===== src/rtl/score_display.sv =====
// score_display
//   Drives a 4-digit, active-low, multiplexed 7-segment display for a
//   two-player score game. Player 1's score is shown on the leftmost digit
//   and player 2's on the rightmost; the middle two digits stay blank.
//   When a winner is reported the winner's digit is forced to 5 and blinks
//   for HOLD_BLINKS phase toggles, then stays steady with match_over raised
//   until the finish code returns to "playing".
//
// Parameters
//   SCAN_DIV     clk cycles per digit-scan step
//   BLINK_DIV    clk cycles per blink-phase toggle
//   HOLD_BLINKS  blink-phase toggles before the banner goes steady
//
// Ports
//   clk             in   system clock, rising edge
//   total_reset     in   asynchronous active-low reset
//   current_score1  in   [3:0] player-1 score (asynchronous to clk)
//   current_score2  in   [3:0] player-2 score (asynchronous to clk)
//   finish          in   [1:0] 0 playing, 1 p1 won, 2 p2 won, 3 same as 0
//   seg             out  [6:0] segments gfedcba, active-low
//   an              out  [3:0] digit anodes, active-low, one-hot
//   winner_led      out  [1:0] bit0 p1 won, bit1 p2 won
//   match_over      out  high while the banner is steady
module score_display #(
  parameter int SCAN_DIV    = 50000,
  parameter int BLINK_DIV   = 12500000,
  parameter int HOLD_BLINKS = 6
) (
  input  logic       clk,
  input  logic       total_reset,
  input  logic [3:0] current_score1,
  input  logic [3:0] current_score2,
  input  logic [1:0] finish,
  output logic [6:0] seg,
  output logic [3:0] an,
  output logic [1:0] winner_led,
  output logic       match_over
);

  localparam int SW = (SCAN_DIV > 1) ? $clog2(SCAN_DIV) : 1;
  localparam int BW = (BLINK_DIV > 1) ? $clog2(BLINK_DIV) : 1;
  localparam int TW = $clog2(HOLD_BLINKS + 1);

  localparam logic [SW-1:0] SCAN_LAST  = SW'(SCAN_DIV - 1);
  localparam logic [BW-1:0] BLINK_LAST = BW'(BLINK_DIV - 1);
  localparam logic [TW-1:0] HOLD_LAST  = TW'(HOLD_BLINKS - 1);

  localparam logic [6:0] SEG_BLANK = 7'b1111111;

  typedef enum logic [1:0] {
    PLAY      = 2'd0,
    WIN_BLINK = 2'd1,
    WAIT_CLR  = 2'd2
  } state_t;

  state_t          state_q, state_d;
  logic [9:0]      sync1_q, sync2_q, sync3_q, acc_q;
  logic [3:0]      d1_q, d1_d, d2_q, d2_d;
  logic            winner_q, winner_d;
  logic [SW-1:0]   scanCnt_q, scanCnt_d;
  logic [1:0]      digitIdx_q, digitIdx_d;
  logic [BW-1:0]   blinkCnt_q, blinkCnt_d;
  logic            phase_q, phase_d;
  logic [TW-1:0]   toggles_q, toggles_d;
  logic [6:0]      seg_q, seg_d;
  logic [3:0]      an_q, an_d;
  logic [1:0]      led_q, led_d;
  logic            over_q, over_d;

  logic [1:0]      accFinish;
  logic [3:0]      accScore1, accScore2;
  logic            finWin;
  logic            winnerBlank;

  assign accFinish = acc_q[9:8];
  assign accScore1 = acc_q[7:4];
  assign accScore2 = acc_q[3:0];
  // Codes 0 and 3 both mean "playing"; only 1 and 2 report a winner.
  assign finWin    = (accFinish == 2'd1) || (accFinish == 2'd2);

  function automatic logic [6:0] decode(input logic [3:0] v);
    logic [6:0] s;
    case (v)
      4'd0:    s = 7'b1000000;
      4'd1:    s = 7'b1111001;
      4'd2:    s = 7'b0100100;
      4'd3:    s = 7'b0110000;
      4'd4:    s = 7'b0011001;
      4'd5:    s = 7'b0010010;
      4'd6:    s = 7'b0000010;
      4'd7:    s = 7'b1111000;
      4'd8:    s = 7'b0000000;
      4'd9:    s = 7'b0010000;
      default: s = 7'b0000110;
    endcase
    return s;
  endfunction

  // Input conditioning: two flops for metastability plus a third stage; a
  // sample is only accepted when stages 2 and 3 agree, which filters out
  // single-cycle glitches and skew between the ten input bits.
  always_ff @(posedge clk or negedge total_reset) begin
    if (!total_reset) begin
      sync1_q <= '0;
      sync2_q <= '0;
      sync3_q <= '0;
      acc_q   <= '0;
    end else begin
      sync1_q <= {finish, current_score1, current_score2};
      sync2_q <= sync1_q;
      sync3_q <= sync2_q;
      if (sync2_q == sync3_q) begin
        acc_q <= sync2_q;
      end
    end
  end

  always_ff @(posedge clk or negedge total_reset) begin
    if (!total_reset) begin
      state_q <= PLAY;
    end else begin
      state_q <= state_d;
    end
  end

  // Next-state logic. The winner is latched only when leaving PLAY, so a
  // 1<->2 swap during the banner never changes the reported winner.
  always_comb begin
    state_d    = state_q;
    d1_d       = d1_q;
    d2_d       = d2_q;
    winner_d   = winner_q;
    blinkCnt_d = blinkCnt_q;
    phase_d    = phase_q;
    toggles_d  = toggles_q;
    case (state_q)
      PLAY: begin
        blinkCnt_d = '0;
        phase_d    = 1'b0;
        toggles_d  = '0;
        if (finWin) begin
          state_d  = WIN_BLINK;
          winner_d = (accFinish == 2'd2);
          // The loser's digit keeps its last PLAY value.
          if (accFinish == 2'd2) begin
            d2_d = 4'd5;
          end else begin
            d1_d = 4'd5;
          end
        end else begin
          d1_d = accScore1;
          d2_d = accScore2;
        end
      end
      WIN_BLINK: begin
        if (!finWin) begin
          state_d    = PLAY;
          blinkCnt_d = '0;
          phase_d    = 1'b0;
          toggles_d  = '0;
        end else if (blinkCnt_q == BLINK_LAST) begin
          blinkCnt_d = '0;
          toggles_d  = toggles_q + 1'b1;
          if (toggles_q == HOLD_LAST) begin
            state_d = WAIT_CLR;
            phase_d = 1'b0;
          end else begin
            phase_d = ~phase_q;
          end
        end else begin
          blinkCnt_d = blinkCnt_q + 1'b1;
        end
      end
      WAIT_CLR: begin
        if (!finWin) begin
          state_d    = PLAY;
          blinkCnt_d = '0;
          phase_d    = 1'b0;
          toggles_d  = '0;
        end
      end
      default: begin
        state_d = PLAY;
      end
    endcase
  end

  // Digit scan runs in every state, independent of the FSM.
  always_comb begin
    scanCnt_d  = scanCnt_q + 1'b1;
    digitIdx_d = digitIdx_q;
    if (scanCnt_q == SCAN_LAST) begin
      scanCnt_d  = '0;
      digitIdx_d = digitIdx_q + 2'd1;
    end
  end

  // Output values are built from the next-state values so the registered
  // outputs always match the internal registers of the same cycle.
  always_comb begin
    winnerBlank = (state_d == WIN_BLINK) && phase_d;
    an_d        = 4'b1110;
    seg_d       = SEG_BLANK;
    case (digitIdx_d)
      2'd0: begin
        an_d  = 4'b1110;
        seg_d = (winnerBlank && winner_d) ? SEG_BLANK : decode(d2_d);
      end
      2'd1: an_d = 4'b1101;
      2'd2: an_d = 4'b1011;
      default: begin
        an_d  = 4'b0111;
        seg_d = (winnerBlank && !winner_d) ? SEG_BLANK : decode(d1_d);
      end
    endcase
    led_d  = (state_d == PLAY) ? 2'b00 : (winner_d ? 2'b10 : 2'b01);
    over_d = (state_d == WAIT_CLR);
  end

  always_ff @(posedge clk or negedge total_reset) begin
    if (!total_reset) begin
      d1_q       <= '0;
      d2_q       <= '0;
      winner_q   <= 1'b0;
      scanCnt_q  <= '0;
      digitIdx_q <= '0;
      blinkCnt_q <= '0;
      phase_q    <= 1'b0;
      toggles_q  <= '0;
      seg_q      <= 7'b1000000;
      an_q       <= 4'b1110;
      led_q      <= 2'b00;
      over_q     <= 1'b0;
    end else begin
      d1_q       <= d1_d;
      d2_q       <= d2_d;
      winner_q   <= winner_d;
      scanCnt_q  <= scanCnt_d;
      digitIdx_q <= digitIdx_d;
      blinkCnt_q <= blinkCnt_d;
      phase_q    <= phase_d;
      toggles_q  <= toggles_d;
      seg_q      <= seg_d;
      an_q       <= an_d;
      led_q      <= led_d;
      over_q     <= over_d;
    end
  end

  assign seg        = seg_q;
  assign an         = an_q;
  assign winner_led = led_q;
  assign match_over = over_q;

endmodule


===== config.mk =====
export PLATFORM = sky130hd
export DESIGN_NAME = score_display
export DESIGN_NICKNAME = d
export VERILOG_FILES = /design/src/rtl/score_display.sv
export SDC_FILE = /design/constraint.sdc
export NUM_CORES = 1
export LEC_CHECK = 0
export ABC_AREA = 1
export CAP_MARGIN = 20
export CORE_UTILIZATION = 54
export CTS_CLUSTER_DIAMETER = 80
export DETAILED_ROUTE_END_ITERATION = 7
export GPL_ROUTABILITY_DRIVEN = 1
export MAX_ROUTING_LAYER = met4
export PLACE_DENSITY = 0.84
export SYNTH_ARGS = -nofsm -noshare
export SYNTH_HDL_FRONTEND = slang
export SYNTH_SLANG_ARGS = --single-unit

===== constraint.sdc =====
create_clock -name clk -period 2.2 [get_ports clk]
set_input_delay 0.22 -clock clk [delete_from_list [all_inputs] [get_ports clk]]
set_output_delay 0.22 -clock clk [all_outputs]
set_load 0.1 [all_outputs]

## After elaboration in Yosys (flattened, before gate mapping)

Memory sizes are Yosys's and may differ from the RTL's.
Index checks and enable logic that the tools add are counted.
Widths: inputs -> output; s select.

- ROM bits: 224
- Memories kept: 2
- Bits in registers: 111
- Bits of input ports: 12
- Logic and storage cells: 85
- Output and inout bits: 14

- $add $sub $neg: 4
- Mux-type cells: 35
- Equality and inequality tests: 14
- Reduce and logical (&&, ||, !) cells: 12
- Bitwise logic cells: 1

Memories:

| memory | depth | bits a word | rd ports | clocked after memory_dff | write ports | line | source |
|---|---|---|---|---|---|---|---|
| (name not given) | 16 | 7 | 1 | 0 | 0 | 83 | `case (v)` |
| (name not given) | 16 | 7 | 1 | 0 | 0 | 83 |  |

Operators with widths:

| operator | count |
|---|---|
| $mux 24 | 3 |
| $pmux 24 s3 | 1 |
| $add 24x1->24 const B | 1 |
| $eq 24x24->1 const B | 1 |
| $mux 4 | 6 |
| $add 16x1->16 const B | 1 |
| $eq 16x16->1 const B | 1 |
| $mux 16 | 1 |
| $mux 2 | 8 |
| $mux 7 | 2 |
| $pmux 7 s2 | 1 |
| $pmux 4 s3 | 1 |
| $eq 10x10->1 | 1 |
| $mux 3 | 3 |
| $pmux 3 s3 | 1 |
| $eq 2x1->1 const B | 4 |
| $eq 2x2->1 const B | 4 |
| $logic_not 2->1 | 3 |
| $mux 1 | 6 |
| $pmux 2 s3 | 1 |
| $add 3x1->3 const B | 1 |
| $eq 3x3->1 const B | 1 |
| $logic_and 1x1->1 | 3 |
| $ne 3x3->1 const B | 1 |
| 10 further kinds | 10 |

## Depth between registers and ports, before layout

- Word-level depth: 10
- Mapped depth: 16

## Worst setup path before layout

Ideal clock, no wire load.

- Path type: flip-flop to flip-flop
- From: reg scanCnt_q[0]
- To: reg seg_q[0], in the netlist seg[0]
- Arrival time: 2.162 ns
- Setup time: 0.134 ns
- Clock period less this slack: 2.295 ns
- Setup slack: -0.095 ns
- Data required time: 2.066 ns
- Buffers on the path: 0
- Stages on the path, launching flop included: 12
- Cell sequence: dfrtp_1 ha_1 nand2_1 nor2_1 inv_1 nor4_1 or2_2 nand2_1 inv_1 ha_1 nor2_1 a21oi_1

- Cells in the longest elaborated chain, start to end: 5
- Elaborated cells between the ends (all ways): 7
- Classes of those cells: eq/ne: 3; mux: 2; reduce/logical: 2

Ends and longest elaborated chain:

| what | line | source |
|---|---|---|
| start: declaration | 60 | `logic [SW-1:0] scanCnt_q, scanCnt_d;` |
| start signal: assignment | 238 | `scanCnt_q <= scanCnt_d;` |
| $eq 16x16->1 (*) | 192 | `if (scanCnt_q == SCAN_LAST) begin` |
| $mux 2 (*) | 192 |  |
| net digitIdx_d[0] | 61 | `logic [1:0] digitIdx_q, digitIdx_d;` |
| $eq 2x2->1 or $eq 2x1->1 (tied branches) | 204 | `case (digitIdx_d)` |
| $reduce_or 2->1 (no source line) | -- |  |
| $pmux 7 s2 (*) | 204 |  |
| net seg_d[0] | 65 | `logic [6:0] seg_q, seg_d;` |
| end signal: assignment | 243 | `seg_q <= seg_d;` |
| end: declaration | 65 |  |

The timed path passes the listed nets; every way through them passes the cells marked *.
A chain may end at the register's enable or synchronous reset.

## Worst setup path after layout

- From: reg acc_q[9]
- To: reg seg_q[4], in the netlist seg[4]

- Elaborated cells between the ends (all ways): 28
- Classes of those cells: eq/ne: 3; mux: 18; reduce/logical: 5; memory: 2

RTL lines:

| what | line | source |
|---|---|---|
| start: declaration | 57 | `logic [9:0] sync1_q, sync2_q, sync3_q, acc_q;` |
| start signal: assignment | 113 | `acc_q <= sync2_q;` |
| $eq 2x2->1 or $eq 2x1->1 (tied branches) | 79, 145 |  |
| $mux 4 or $logic_or 1x1->1 (tied branches) | 145, 79 |  |
| $mux 4 (*) | 141 | `if (finWin) begin` |
| $mux 4 (*) | 136 | `case (state_q)` |
| net d2_d[1] | 58 | `logic [3:0] d1_q, d1_d, d2_q, d2_d;` |
| $mem_v2 16x7 (*) | -- |  |
| $mux 7 (*) | 207 | `seg_d = (winnerBlank && winner_d) ? SEG_BLANK : decode(d2_d);` |
| $pmux 7 s2 (*) | 204 |  |
| net seg_d[4] | 65 |  |

Marked as above.

==> flow_summary.json <==
{
  "die_x_um": 101,
  "track_usage_pct": 23.7,
  "path_delay_family": "simple AND/OR/NAND/NOR gates",
  "status": "complete, but fails checks",
  "tightest_slew_ps": 690,
  "rsz0062_at_grt": "yes",
  "viasPerCell": 5.54,
  "fp.coreArea_um2": 9370,
  "required_ps": 2480,
  "critical-path-slowest-cell": "dfrtp_1",
  "synth_edf_count": 0,
  "wl_mm": 13.2,
  "clkTransAtPathRegs_ps": 120,
  "hold_viol_final": 0,
  "worstPathMaxFanout": 5,
  "period_share_pct": 105,
  "critPathKind": "register to register",
  "dieHeight_um": 101,
  "final_common_cell": "dfrtp_1",
  "place_congestion": 0.906,
  "grt_max_degree": 48,
  "insertedDiodeCount": 0,
  "ant_nets": 0,
  "failed_checks": "negative setup slack",
  "critPathCaptureType": "register",
  "clkLatencyLatePin_ps": 400,
  "relSlewSlack_pct": 53.6,
  "period_needed_ps": 2300,
  "nets": 723,
  "clockBufferDepth": 2,
  "dieArea_um2": 10200,
  "drtIter0Drc": 298,
  "drt-pass1-iter-count": 5,
  "syn-mean-instance-area_um2": 8.91,
  "power.total_mw": 4.92,
  "instances_no_fill": 820,
  "clock-sinks": 111,
  "crit_arrival_ps": 2590,
  "timing.fmax_ghz": 0.434,
  "fillCellCount": 620,
  "synth_nets": 634,
  "worst_hold_path_type": "primary input to register",
  "worstSetupStartpointType": "register",
  "portBuffers": 25,
  "grt_pass1_vias": 4191,
  "root_buffer": "clkbuf_8",
  "clock_skew_ps": 27.5,
  "wl_per_cell_um": 16.2,
  "yosys.cell_types.count": 42,
  "gr-total-overflow": 0,
  "routed-via-count": 4545,
  "std_cell_rows": 35,
  "netlist_instances": 597,
  "drive_gt1_share_pct": 27.8,
  "cts_tree": "yes",
  "cpPeakStageDelay_ps": 450,
  "io_pins": 26,
  "drc": 0,
  "finalMaxSlewViolations": 0,
  "synth_flop_cell": "dfrtp_1",
  "dp.cells": 773,
  "power_leakage_nw": 3.21,
  "final_cell_mix": "107 x dfrtp_1, 99 x nand2_1, 79 x nor2_1, 69 x inv_1, 64 x buf_4",
  "seq_area_frac_synth_pct": 52.3,
  "ys_ff_latch": 111,
  "register_area_um2": 2780,
  "grt_pass1_wl_mm": 18.2,
  "fin_ws_ps": -104,
  "setup_viol": 8,
  "p_per_area_nw_per_um2": 731,
  "netlist_area_um2": 5320,
  "multiInputGateArea_um2": 2560,
  "cts_inserted_buffers": 9,
  "crit_chain": "ha_4 -> buf_6 -> nand2_8 -> inv_8 -> nor2_4 -> nor3_4 -> inv_2 -> ha_4 -> o21ai_2 -> o21ai_1 -> o31ai_1 -> nand2_1 -> nand2_1 -> a21oi_2",
  "peakVddDrop_v": 0.000653,
  "start_util_pct": 56.7,
  "dpl.hpwl_mm": 7.61,
  "synth-async-reset-ratio_pct": 100,
  "syn2layout_area_growth_pct": 26.5,
  "crit_buf_inv": 3,
  "h-tree-depth": 3,
  "ys_warn_count": 0,
  "maxCapViolations": 0,
  "grt_antenna_before_repair": 0
}
-- cell families (layout without fill, tap and decap cells) --
family	Yosys count	count (layout)	synth area share [%]
AOI/OAI and AO/OA	77	77	8.19
xor gates and xnor gates	17	17	2.80
adders and majority gates	25	25	5.88
buffers and inverters	92	185	6.57
DFF	111	111	52.3
muxes	7	7	1.48
and+or+nand+nor	268	269	22.7
-- state kept, by name, indices dropped and copies added, names as in the netlist --
register    count
blinkCnt_q     24
scanCnt_q      16
acc_q          10
sync1_q        10
sync2_q        10
sync3_q        10
seg             7
an              4
d1_q            4
d2_q            4
toggles_q       3
digitIdx_q      2
state_q         2
winner_led      2
match_over      1
phase_q         1
winner_q        1
-- metal layers --
metal / up-vias / global-route usage, % / part of all wire [%]
li1: 2087 / - / -
met1: 2214 / 26.5 / 38
met2: 184 / 41.5 / 51
met3: 60 / 5.94 / 5.9
met4: 0 / 8.03 / 4.8
met5: - / - / 0
-- stage by stage --
step	worst slack, ps	util [%]	cell area (um^2)	setup TNS [ps]	hold WS, ps
6_report	-104	71.7	6720	-420	255
2_1_floorplan	44.7	-	5330	0	-75.6
5_1_grt	-188	71.7	6720	-1430	232
3_5_place_dp	-100	62.8	5890	-518	234
4_1_cts	0.532	65.9	6170	0	243
3_3_place_gp	-55.2	62.8	5890	-152	223
-- worst paths after layout --
check	start	end	slack, ps	depth (start not counted)
worst max-delay path	acc_q[9]$_DFFE_PN0N_	seg[4]$_DFF_PN0_	-100	14
worst max register to register	acc_q[9]$_DFFE_PN0N_	seg[4]$_DFF_PN0_	-100	14
worst min register to register	sync1_q[2]$_DFF_PN0_	sync2_q[2]$_DFF_PN0_	340	0
max in group asynchronous	total_reset	an[2]$_DFF_PN1_	1090	3
worst min-delay path	finish[1]	sync1_q[9]$_DFF_PN0_	260	1
min in group asynchronous	total_reset	blinkCnt_q[12]$_DFFE_PN0P_	350	2
-- final cells by class --
cell class / count / share of cell area, %
Sequential cell: 111 / 41.4
Clock buffer: 10 / 1.90
Clock inverter: 6 / 1.14
Multi-Input combinational cell: 395 / 38.0
Timing Repair Buffer: 80 / 9.88
Inverter: 89 / 5.27
Tap cell: 129 / 2.40
-- power breakdown --
| group | internal, mW | switching (mW) | total (mW) |
|---|---|---|---|
| Combinational | 0.487 | 0.927 | 1.41 |
| Sequential | 2.16 | 0.0642 | 2.22 |
| Clock | 0.547 | 0.735 | 1.28 |
-- what timing repair did --
| action | 4_1_cts | 5_1_grt |
|---|---|---|
| pin swaps | 3 | 42 |
| endpoints found under the hold margin | 39 | 0 |
| setup endpoints to repair | 10 | 11 |
| setup buffers | 2 | 27 |
| resized for setup | 11 | 95 |
| cloned | 0 | 1 |
| hold buffers | 1 | 0 |
-- synth_stat cells, drive strengths merged, types with 10 or more instances --
| master | number | area, um^2 |
|---|---|---|
| nor2 | 99 | 420 |
| inv | 89 | 334 |
| dfrtp | 107 | 2680 |
| nand2 | 111 | 434 |
| ha | 25 | 313 |
| xor2 | 10 | 87.6 |
| nand4 | 13 | 81.3 |
| a21oi | 33 | 169 |
| nor3 | 10 | 60.1 |
| o21ai | 27 | 135 |
| nand3 | 24 | 135 |
(Power assumes the default switching activity.)
